--- src/rtl/shifter_serial.sv ---
// Iterative shifter: moves a WIDTH-bit operand one bit per clock, left or right (logical/arithmetic).
// Latency: done pulses shamt+1 cycles after the accepting start edge; result holds until next completion.
// Backpressure: start is ignored (not queued) while busy; a new request is accepted in the done cycle.
module shifter_serial #(
  parameter int WIDTH   = 16,
  parameter int SHAMT_W = 4
) (
  input  logic               clk,
  input  logic               rst,
  input  logic               start,
  input  logic               leftRight,
  input  logic               arith,
  input  logic [SHAMT_W-1:0] shamt,
  input  logic [WIDTH-1:0]   sftSrc,
  output logic               busy,
  output logic               done,
  output logic [WIDTH-1:0]   result
);

  typedef enum logic {
    IDLE  = 1'b0,
    SHIFT = 1'b1
  } state_t;

  state_t             state, state_nxt;
  logic [WIDTH-1:0]   data, data_nxt;
  logic [SHAMT_W-1:0] cnt, cnt_nxt;
  logic               dir, dir_nxt;
  logic               ar, ar_nxt;
  logic [WIDTH-1:0]   result_nxt;
  logic               done_nxt;

  // The sign-fill bit is only ever the current MSB when arithmetic mode was captured.
  logic fill_bit;
  assign fill_bit = ar & data[WIDTH-1];

  // busy is decoded straight from the state so it drops on the same edge done rises.
  assign busy = (state == SHIFT);

  // Next-state and datapath: capture operands when idle, step one bit per cycle, publish at cnt==0.
  always_comb begin
    state_nxt  = state;
    data_nxt   = data;
    cnt_nxt    = cnt;
    dir_nxt    = dir;
    ar_nxt     = ar;
    result_nxt = result;
    done_nxt   = 1'b0;
    case (state)
      IDLE: begin
        if (start) begin
          data_nxt  = sftSrc;
          cnt_nxt   = shamt;
          dir_nxt   = leftRight;
          ar_nxt    = arith;
          state_nxt = SHIFT;
        end
      end
      SHIFT: begin
        if (cnt != '0) begin
          cnt_nxt = cnt - SHAMT_W'(1);
          if (dir) begin
            data_nxt = {data[WIDTH-2:0], 1'b0};
          end else begin
            data_nxt = {fill_bit, data[WIDTH-1:1]};
          end
        end else begin
          result_nxt = data;
          done_nxt   = 1'b1;
          state_nxt  = IDLE;
        end
      end
    endcase
  end

  // State and datapath registers; reset discards any in-flight shift without a done pulse.
  always_ff @(posedge clk) begin
    if (rst) begin
      state  <= IDLE;
      data   <= '0;
      cnt    <= '0;
      dir    <= 1'b0;
      ar     <= 1'b0;
      result <= '0;
      done   <= 1'b0;
    end else begin
      state  <= state_nxt;
      data   <= data_nxt;
      cnt    <= cnt_nxt;
      dir    <= dir_nxt;
      ar     <= ar_nxt;
      result <= result_nxt;
      done   <= done_nxt;
    end
  end

endmodule
--- config.mk ---
export PLATFORM = sky130hd
export DESIGN_NAME = shifter_serial
export DESIGN_NICKNAME = d
export VERILOG_FILES = /design/src/rtl/shifter_serial.sv
export SDC_FILE = /design/constraint.sdc
export NUM_CORES = 1
export LEC_CHECK = 0
export BUFFER_PORTS_ARGS = -buffer_cell sky130_fd_sc_hd__buf_2
export CAP_MARGIN = 20
export CORE_MARGIN = 2
export CORE_UTILIZATION = 60
export CTS_BUF_LIST = sky130_fd_sc_hd__clkbuf_8
export CTS_CLUSTER_SIZE = 25
export DETAILED_ROUTE_END_ITERATION = 12
export GPL_TIMING_DRIVEN = 0
export PLACE_DENSITY = 0.87
export SLEW_MARGIN = 15
export SYNTH_ARGS = -nofsm -noshare
export SYNTH_HDL_FRONTEND = slang
export SYNTH_SLANG_ARGS = --single-unit
--- constraint.sdc ---
create_clock -name clk -period 2.7 [get_ports clk]
set_input_delay 0.27 -clock clk [delete_from_list [all_inputs] [get_ports clk]]
set_output_delay 0.27 -clock clk [all_outputs]
set_load 0.005 [all_outputs]
==> report_table.html, run 1 <==
<table>
<tr><th>Metric</th><th>Value</th></tr>
<tr><th colspan="2">Status</th></tr>
<tr><td>Run status</td><td>finished clean</td></tr>
<tr><th colspan="2">Drt</th></tr>
<tr><td>Routed vias/inst</td><td>5.50</td></tr>
<tr><td>Routed via count</td><td>1723</td></tr>
<tr><td>Total detailed-routing wirelength</td><td>4330 um</td></tr>
<tr><td>Pre-Repair DR Iteration Count</td><td>4</td></tr>
<tr><td>Number of design-rule violations left by the first detailed-router iteration</td><td>50</td></tr>
<tr><td>Detailed-route DRC error count</td><td>0</td></tr>
<tr><td>Post-route ant nets</td><td>0</td></tr>
<tr><td>Final routed wire length divided by cell count</td><td>13.8 um</td></tr>
<tr><th colspan="2">Final layout</th></tr>
<tr><td>Commonest non-fill, non-tap cell in the layout</td><td>sky130_fd_sc_hd__nand2_1</td></tr>
<tr><td>Top library cells by usage in the layout, fill and taps aside</td><td>64 x sky130_fd_sc_hd__nand2_1, 49 x sky130_fd_sc_hd__buf_2, 40 x sky130_fd_sc_hd__dfxtp_1, 27 x sky130_fd_sc_hd__a21oi_1, 16 x sky130_fd_sc_hd__mux2i_1</td></tr>
<tr><td>Antenna fix cells</td><td>0</td></tr>
<tr><td>Multi-input gate area</td><td>988 um2</td></tr>
<tr><td>Final net count</td><td>294</td></tr>
<tr><td>Sequential cell area</td><td>801 um2</td></tr>
<tr><td>Proportion of layout cells with a drive suffix above 1</td><td>30.5%</td></tr>
<tr><td>Filler cell count in the final layout</td><td>228</td></tr>
<tr><td>Area added between synthesis and finish</td><td>19.3%</td></tr>
<tr><th colspan="2">Setup path</th></tr>
<tr><td>Gate family responsible for the most delay along the worst path</td><td>buffers and inverters</td></tr>
<tr><td>Kind of critical path</td><td>flip-flop to flip-flop</td></tr>
<tr><td>Slowest cell delay on critical path</td><td>0.37 ns</td></tr>
<tr><td>Worst Setup End Kind</td><td>flip-flop</td></tr>
<tr><td>Crit path max fanout</td><td>10</td></tr>
<tr><td>Data arrival time at the worst-slack endpoint</td><td>1.86 ns</td></tr>
<tr><td>Required time of the critical path</td><td>2.87 ns</td></tr>
<tr><td>Number of buffer and inverter stages on the critical path</td><td>3</td></tr>
<tr><td>CP max stage cell</td><td>sky130_fd_sc_hd__dfxtp_1</td></tr>
<tr><td>CP cell instances</td><td>inv_1, ha_1, nand4bb_1, buf_2, o21ai_2, buf_4, a21oi_1, nor2_1</td></tr>
<tr><td>Critical Path Start Type</td><td>flip-flop</td></tr>
<tr><th colspan="2">Synthesis</th></tr>
<tr><td>Portion of netlist area occupied by mux cells</td><td>8.39%</td></tr>
<tr><td>Adder-cell share of the synthesized area</td><td>0.655%</td></tr>
<tr><td>Syn Nets</td><td>246</td></tr>
<tr><td>Simple-gate share of the synthesized area</td><td>20.0%</td></tr>
<tr><td>Yosys cell types</td><td>31</td></tr>
<tr><td>Number of storage elements in the synthesis netlist</td><td>40</td></tr>
<tr><td>Largest family of logic cells by synthesized area</td><td>compound AO/OA/AOI/OAI gates</td></tr>
<tr><td>Synthesized-area fraction occupied by xor and xnor cells</td><td>0%</td></tr>
<tr><td>Mean instance size in the synthesized netlist</td><td>8.68 um2</td></tr>
<tr><td>Post-synthesis instance total</td><td>220</td></tr>
<tr><td>Part of the Yosys area used for sequential elements</td><td>41.9%</td></tr>
<tr><td>Yosys Warn Count</td><td>0</td></tr>
<tr><td>Fraction of the mapped netlist area in compound gates</td><td>22.7%</td></tr>
<tr><td>Netlist area before placement</td><td>1910 um2</td></tr>
<tr><th colspan="2">Clock network</th></tr>
<tr><td>CTS clock-pin slew for the worst setup and hold paths</td><td>0.08 ns</td></tr>
<tr><td>Quantity of gates resized following cts</td><td>0</td></tr>
<tr><td>Number of buffers added by the clock tree synthesis step</td><td>5</td></tr>
<tr><td>Clk Latency, worst-skew pair</td><td>0.29 ns</td></tr>
<tr><td>Post-CTS setup buffer count</td><td>0</td></tr>
<tr><td>Clock H-tree levels</td><td>2</td></tr>
<tr><td>Clock tree from TritonCTS</td><td>built</td></tr>
<tr><td>Clock Tree Buf Depth</td><td>2</td></tr>
<tr><td>Clock tree sinks</td><td>40</td></tr>
<tr><td>Clock Root Buffer</td><td>sky130_fd_sc_hd__clkbuf_8</td></tr>
<tr><td># hold bufs at CTS</td><td>0</td></tr>
<tr><th colspan="2">Timing</th></tr>
<tr><td>Hold Slack</td><td>0.232 ns</td></tr>
<tr><td>Final period utilization</td><td>62.6%</td></tr>
<tr><td>Relative max-transition margin</td><td>60.6%</td></tr>
<tr><td>Total negative setup slack</td><td>0 ns</td></tr>
<tr><td>Peak Freq</td><td>0.592 GHz</td></tr>
<tr><td>Setup repair after global routing missed its margin</td><td>false</td></tr>
<tr><td>Max-slew violation count</td><td>0</td></tr>
<tr><td>Total setup violations reported at the end of the flow</td><td>0</td></tr>
<tr><td>Pin slew with the least headroom to its limit</td><td>0.590 ns</td></tr>
<tr><td>Worst setup skew after layout</td><td>0.00576 ns</td></tr>
<tr><td>Period minus WS final</td><td>1.69 ns</td></tr>
<tr><td>Final hold violation count</td><td>0</td></tr>
<tr><th colspan="2">Global route</th></tr>
<tr><td>Total gr overflow</td><td>0</td></tr>
<tr><td>Initial antenna violation count</td><td>0</td></tr>
<tr><td>Vias in the first global route</td><td>1547</td></tr>
<tr><td>Pin count of the biggest net entering global routing</td><td>13</td></tr>
<tr><td>Overall routing resource usage</td><td>26.3%</td></tr>
<tr><td>Wire length of the first global-routing pass</td><td>7200 um</td></tr>
<tr><th colspan="2">Floorplanning</th></tr>
<tr><td>Effective utilization at floorplan</td><td>63.1%</td></tr>
<tr><td>Width of the die</td><td>60.4 um</td></tr>
<tr><td>Die area</td><td>3650 um2</td></tr>
<tr><td>Number of standard-cell rows in the floorplan</td><td>20</td></tr>
<tr><td>Core area</td><td>3030 um2</td></tr>
<tr><td>Number of top-level pins</td><td>43</td></tr>
<tr><td>Die H</td><td>60.4 um</td></tr>
<tr><th colspan="2">Job</th></tr>
<tr><td>Max-cap violations</td><td>0</td></tr>
<tr><th colspan="2">Power and ir drop</th></tr>
<tr><td>Power Dens Cells</td><td>657 nW/um2</td></tr>
<tr><td>VDD IR-drop max</td><td>0.489 mV</td></tr>
<tr><td>Static Leakage</td><td>0.905 nW</td></tr>
<tr><th colspan="2">Place</th></tr>
<tr><td>Post-DP HPWL</td><td>3090 um</td></tr>
<tr><td>PortBufs</td><td>41</td></tr>
<tr><td>Final weighted congestion of routability-driven global placement</td><td>0.886</td></tr>
<tr><th colspan="2">Worst hold path</th></tr>
<tr><td>Worst min-delay path category</td><td>primary input to flip-flop</td></tr>
</table>
## Yosys cell counts
cell,number,area share (%)
sky130_fd_sc_hd__nand2_1,64,13
sky130_fd_sc_hd__clkbuf_1,4,0.79
sky130_fd_sc_hd__nor3b_1,1,0.39
sky130_fd_sc_hd__dfxtp_1,40,42
sky130_fd_sc_hd__buf_6,2,1.2
sky130_fd_sc_hd__a21oi_2,9,4.1
sky130_fd_sc_hd__o211ai_2,9,5.9
sky130_fd_sc_hd__inv_1,2,0.39
sky130_fd_sc_hd__or3_1,1,0.33
sky130_fd_sc_hd__a311oi_1,1,0.46
sky130_fd_sc_hd__nand4bb_1,1,0.59
sky130_fd_sc_hd__a31oi_1,2,0.66
sky130_fd_sc_hd__a21oi_1,27,7.1
sky130_fd_sc_hd__nand3b_1,2,0.79
sky130_fd_sc_hd__a22oi_1,1,0.39
sky130_fd_sc_hd__mux2i_1,16,8.4
sky130_fd_sc_hd__nor2_8,1,1.0
sky130_fd_sc_hd__nand4b_1,1,0.46
sky130_fd_sc_hd__ha_1,1,0.66
sky130_fd_sc_hd__o21ai_0,2,0.52
sky130_fd_sc_hd__o211ai_1,6,2.4
sky130_fd_sc_hd__nor2b_1,3,0.98
sky130_fd_sc_hd__o21ai_2,1,0.46
sky130_fd_sc_hd__and4bb_1,1,0.66
sky130_fd_sc_hd__nor2_1,8,1.6
sky130_fd_sc_hd__nand2b_1,1,0.33
sky130_fd_sc_hd__buf_4,2,0.79
sky130_fd_sc_hd__buf_2,8,2.1
sky130_fd_sc_hd__a311oi_2,1,0.79
sky130_fd_sc_hd__nor3_1,1,0.26
sky130_fd_sc_hd__buf_12,1,1.0
## metal layers
| layer | global-route usage (%) | vias to the layer above | routed length, um |
|---|---|---|---|
| met5 | 0 | - | 0 |
| met4 | 9.32 | 0 | 61 |
| met3 | 4.48 | 7 | 236 |
| met2 | 44.9 | 58 | 2150 |
| met1 | 33.8 | 802 | 1880 |
| li1 | - | 856 | - |
## worst paths after layout
kind                            startpoint          to  slack [ns]  depth (start not counted)
worst max register to register      cnt[0]    data[15]        1.01                          8
worst min register to register  result[10]  result[10]        0.45                          2
worst max-delay path                cnt[0]    data[15]        1.01                          8
worst min-delay path             leftRight         dir        0.23                          3
## worst min-delay path, stage by stage
cell and delay (ns):
sky130_fd_sc_hd__buf_2 0.09, sky130_fd_sc_hd__mux2i_1 0.06, sky130_fd_sc_hd__nor2_1 0.07
## registers in the layout, summed over array words and instances, names as in the netlist
signal and count:
data 16, result 16, cnt 4, ar 1
busy 1, dir 1, done 1
## cell families after synthesis
kind of cell / count (synthesis)
adders and majority gates: 1
muxes: 16
DFF: 40
AOI/OAI and AO/OA: 59
buffers and inverters: 19
and+or+nand+nor: 85
## through the flow
step	utilization, %	instance area (um2)	total power [mW]	setup WS [ns]	std cells
after floorplan	-	1910	0.934	1.21	220
after global placement	71.7	2170	1.02	1.06	305
after detailed placement	71.7	2170	1.03	1.01	305
after CTS	75.2	2280	1.49	1.00	313
after global routing	75.2	2280	1.56	0.896	313
final	75.2	2280	1.50	1.01	313
## area by class of cell
class | instances | share of cell area (%)
Tap cell | 44 | 2.42
Buffer | 17 | 4.95
Multi-Input combinational cell | 161 | 43.4
Inverter | 2 | 0.330
Clock inverter | 3 | 1.70
Sequential cell | 40 | 35.2
Clock buffer | 5 | 3.02
Timing Repair Buffer | 41 | 9.01
## power breakdown
part / internal [mW] / total, mW / switching (mW)
combinational: 0.143 / 0.330 / 0.187
clock: 0.271 / 0.480 / 0.210
sequential: 0.640 / 0.685 / 0.0445
(Power assumes the default switching activity.)
==> run 2, diff against run 1 <==
--- a/config.mk
+++ b/config.mk
@@ -8,12 +8,12 @@
 export BUFFER_PORTS_ARGS = -buffer_cell sky130_fd_sc_hd__buf_2
 export CAP_MARGIN = 20
 export CORE_MARGIN = 2
-export CORE_UTILIZATION = 60
+export CORE_UTILIZATION = 50
 export CTS_BUF_LIST = sky130_fd_sc_hd__clkbuf_8
 export CTS_CLUSTER_SIZE = 25
 export DETAILED_ROUTE_END_ITERATION = 12
 export GPL_TIMING_DRIVEN = 0
-export PLACE_DENSITY = 0.87
+export PLACE_DENSITY = 0.78
 export SLEW_MARGIN = 15
 export SYNTH_ARGS = -nofsm -noshare
 export SYNTH_HDL_FRONTEND = slang
==> constraint.sdc (replaced) <==
create_clock -name clk -period 1.5 [get_ports clk]
set_input_delay 0.15 -clock clk [delete_from_list [all_inputs] [get_ports clk]]
set_output_delay 0.15 -clock clk [all_outputs]
set_load 0.005 [all_outputs]
==> report_table.html, run 2 (same netlist as run 1, synthesis figures left out) <==
<table>
<tr><th>Metric</th><th>Value</th></tr>
<tr><th colspan="2">Status</th></tr>
<tr><td>Run status</td><td>finished with violations</td></tr>
<tr><td>Violations in the final reports</td><td>negative setup slack</td></tr>
<tr><th colspan="2">Power and ir drop</th></tr>
<tr><td>Switch Pwr</td><td>831 uW</td></tr>
<tr><td>Register share of total power</td><td>45.5%</td></tr>
<tr><td>Static Leakage</td><td>0.985 nW</td></tr>
<tr><td>Cell internal power dissipation</td><td>1.89 mW</td></tr>
<tr><td>Portion of total power attributed to combinational logic</td><td>27.7%</td></tr>
<tr><td>Proportion of total power due to net switching</td><td>30.5%</td></tr>
<tr><td>Clock power share</td><td>26.8%</td></tr>
<tr><td>Power Dens Cells</td><td>1110 nW/um2</td></tr>
<tr><td>VDD IR-drop max</td><td>0.942 mV</td></tr>
<tr><th colspan="2">Drt</th></tr>
<tr><td>Post-route ant nets</td><td>0</td></tr>
<tr><td>Met1 wire length</td><td>2030 um</td></tr>
<tr><td>Top Metal Used</td><td>met4</td></tr>
<tr><td>Detailed-route DRC error count</td><td>0</td></tr>
<tr><td>Pre-Repair DR Iteration Count</td><td>4</td></tr>
<tr><td>Total detailed-routing wirelength</td><td>4700 um</td></tr>
<tr><td>Routed vias/inst</td><td>5.33</td></tr>
<tr><td>Final routed wire length divided by cell count</td><td>14.3 um</td></tr>
<tr><td>Wire length on met3</td><td>255 um</td></tr>
<tr><td>DR WL met2</td><td>2270 um</td></tr>
<tr><td>Routed via count</td><td>1753</td></tr>
<tr><td>Number of design-rule violations left by the first detailed-router iteration</td><td>147</td></tr>
<tr><th colspan="2">Global route</th></tr>
<tr><td>Wire length of the first global-routing pass</td><td>7930 um</td></tr>
<tr><td>Initial antenna violation count</td><td>0</td></tr>
<tr><td>Overall routing resource usage</td><td>24.3%</td></tr>
<tr><td>Total gr overflow</td><td>0</td></tr>
<tr><td>Pin count of the biggest net entering global routing</td><td>12</td></tr>
<tr><td>Vias in the first global route</td><td>1732</td></tr>
<tr><th colspan="2">Timing</th></tr>
<tr><td>Peak Freq</td><td>0.658 GHz</td></tr>
<tr><td>Period minus WS final</td><td>1.52 ns</td></tr>
<tr><td>Final period utilization</td><td>101%</td></tr>
<tr><td>Hold Slack</td><td>0.0958 ns</td></tr>
<tr><td>Least setup slack across all paths after layout</td><td>-0.0198 ns</td></tr>
<tr><td>Max-slew violation count</td><td>0</td></tr>
<tr><td>Pin slew with the least headroom to its limit</td><td>0.640 ns</td></tr>
<tr><td>Setup repair after global routing missed its margin</td><td>true</td></tr>
<tr><td>Worst setup skew after layout</td><td>0.00585 ns</td></tr>
<tr><td>Relative max-transition margin</td><td>57.3%</td></tr>
<tr><td>Total setup violations reported at the end of the flow</td><td>8</td></tr>
<tr><td>Final hold violation count</td><td>0</td></tr>
<tr><th colspan="2">Floorplanning</th></tr>
<tr><td>Core area</td><td>3660 um2</td></tr>
<tr><td>Number of standard-cell rows in the floorplan</td><td>22</td></tr>
<tr><td>Effective utilization at floorplan</td><td>52.2%</td></tr>
<tr><td>Die H</td><td>65.8 um</td></tr>
<tr><td>Width of the die</td><td>65.8 um</td></tr>
<tr><td>Die area</td><td>4330 um2</td></tr>
<tr><td>Number of top-level pins</td><td>43</td></tr>
<tr><th colspan="2">Clock network</th></tr>
<tr><td>Clock Tree Buf Depth</td><td>2</td></tr>
<tr><td># hold bufs at CTS</td><td>0</td></tr>
<tr><td>Clk Latency, worst-skew pair</td><td>0.30 ns</td></tr>
<tr><td>Number of buffers added by the clock tree synthesis step</td><td>5</td></tr>
<tr><td>Clock tree sinks</td><td>40</td></tr>
<tr><td>CTS clock-pin slew for the worst setup and hold paths</td><td>0.08 ns</td></tr>
<tr><td>Clock tree from TritonCTS</td><td>built</td></tr>
<tr><td>Clock H-tree levels</td><td>2</td></tr>
<tr><td>Clock Root Buffer</td><td>sky130_fd_sc_hd__clkbuf_8</td></tr>
<tr><th colspan="2">Place</th></tr>
<tr><td>Post-Place Cells</td><td>309</td></tr>
<tr><td>Final weighted congestion of routability-driven global placement</td><td>0.902</td></tr>
<tr><td>PortBufs</td><td>41</td></tr>
<tr><td>Post-DP HPWL</td><td>3140 um</td></tr>
<tr><th colspan="2">Setup path</th></tr>
<tr><td>Kind of critical path</td><td>flip-flop to flip-flop</td></tr>
<tr><td>Data arrival time at the worst-slack endpoint</td><td>1.75 ns</td></tr>
<tr><td>Worst Setup End Kind</td><td>flip-flop</td></tr>
<tr><td>Critical Path Start Type</td><td>flip-flop</td></tr>
<tr><td>Crit path max fanout</td><td>4</td></tr>
<tr><td>Number of cells on the worst reg-to-reg path</td><td>9</td></tr>
<tr><td>Required time of the critical path</td><td>1.73 ns</td></tr>
<tr><th colspan="2">Final layout</th></tr>
<tr><td>Proportion of layout cells with a drive suffix above 1</td><td>36.3%</td></tr>
<tr><td>Final net count</td><td>306</td></tr>
<tr><td>Filler cell count in the final layout</td><td>303</td></tr>
<tr><td>Area added between synthesis and finish</td><td>28.0%</td></tr>
<tr><td>Non-filler cells in the finished layout</td><td>329</td></tr>
<tr><td>Antenna fix cells</td><td>0</td></tr>
<tr><td>Largest registers in the final layout</td><td>data (16), result (16), cnt (4)</td></tr>
<tr><td>Top library cells by usage in the layout, fill and taps aside</td><td>64 x sky130_fd_sc_hd__nand2_1, 47 x sky130_fd_sc_hd__buf_2, 38 x sky130_fd_sc_hd__dfxtp_1, 27 x sky130_fd_sc_hd__a21oi_1, 16 x sky130_fd_sc_hd__mux2i_1</td></tr>
<tr><td>Commonest non-fill, non-tap cell in the layout</td><td>sky130_fd_sc_hd__nand2_1</td></tr>
<tr><th colspan="2">Worst hold path</th></tr>
<tr><td>Worst min-delay path category</td><td>primary input to flip-flop</td></tr>
<tr><td>Hold path depth</td><td>3</td></tr>
<tr><th colspan="2">Job</th></tr>
<tr><td>Max-cap violations</td><td>0</td></tr>
</table>
run 2: cell count changes in the layout (fill, tap and decap cells not counted), moves of 2 or more:
cell                      delta
sky130_fd_sc_hd__inv_2       +2
sky130_fd_sc_hd__buf_2       -2
sky130_fd_sc_hd__dfxtp_2     +2
sky130_fd_sc_hd__dfxtp_1     -2
sky130_fd_sc_hd__buf_6       +8
sky130_fd_sc_hd__buf_4       +5
run 2: layer usage:
layer	global-route usage, %	vias to the layer above
met5	0	-
met2	39.5	53
met3	5.79	14
li1	-	878
met1	29.8	808
met4	12.5	0
run 2: cell type report:
cell class	count	area (um2)	share of cell area (%)
clock buffers	6	82.6	3.38
repair buffers	55	365	15.0
well taps	48	60.1	2.46
clock inverters	2	7.51	0.307
multi-input cells	161	1020	41.7
flip-flops and latches	40	803	32.9
plain buffers	15	97.6	3.99
inverters	2	7.51	0.307
run 2: critical path: stages (launching register included):
cell,delay [ns]
sky130_fd_sc_hd__dfxtp_2,0.35
sky130_fd_sc_hd__inv_2,0.05
sky130_fd_sc_hd__ha_4,0.16
sky130_fd_sc_hd__and4bb_1,0.19
sky130_fd_sc_hd__buf_6,0.13
sky130_fd_sc_hd__nor2_8,0.15
sky130_fd_sc_hd__buf_6,0.12
sky130_fd_sc_hd__buf_6,0.09
sky130_fd_sc_hd__o211ai_1,0.08
sky130_fd_sc_hd__a21oi_1,0.14
run 2: worst paths after layout:
kind                   from         to  slack [ns]
setup / recovery     cnt[1]    data[6]       -0.02
setup reg to reg     cnt[1]    data[6]       -0.02
hold / removal     shamt[2]     cnt[2]         0.1
hold reg to reg   result[5]  result[5]        0.45
run 2: what timing repair did:
item / CTS / global route
gates cloned: 1 / 0
endpoints found under the hold margin: 0 / 0
endpoints found under the setup margin: 28 / 22
gates resized for setup: 6 / 14
buffers inserted: 11 / 3
pin swaps: 2 / 16
run 2: stage by stage:
stage	TNS (ns)	instance area, um2	power [mW]	utilization (%)	setup WS, ns
finish	-0.0782	2440	2.72	66.7	-0.0198
global route	-0.993	2440	2.88	66.7	-0.0870
CTS	-0.0121	2390	2.68	65.4	-0.00488
detailed placement	-2.13	2170	1.85	59.4	-0.190
global placement	-1.48	2170	1.84	59.4	-0.170
floorplan	0	1910	1.68	-	0.00691
run 2: power by group through the flow:
stage | registers [mW] | logic [mW] | clock network (mW)
2_1_floorplan | 1.24 | 0.444 | 0
3_3_place_gp | 1.25 | 0.582 | 0
3_5_place_dp | 1.26 | 0.596 | 0
4_1_cts | 1.23 | 0.705 | 0.747
5_1_grt | 1.25 | 0.820 | 0.805
6_report | 1.24 | 0.752 | 0.729
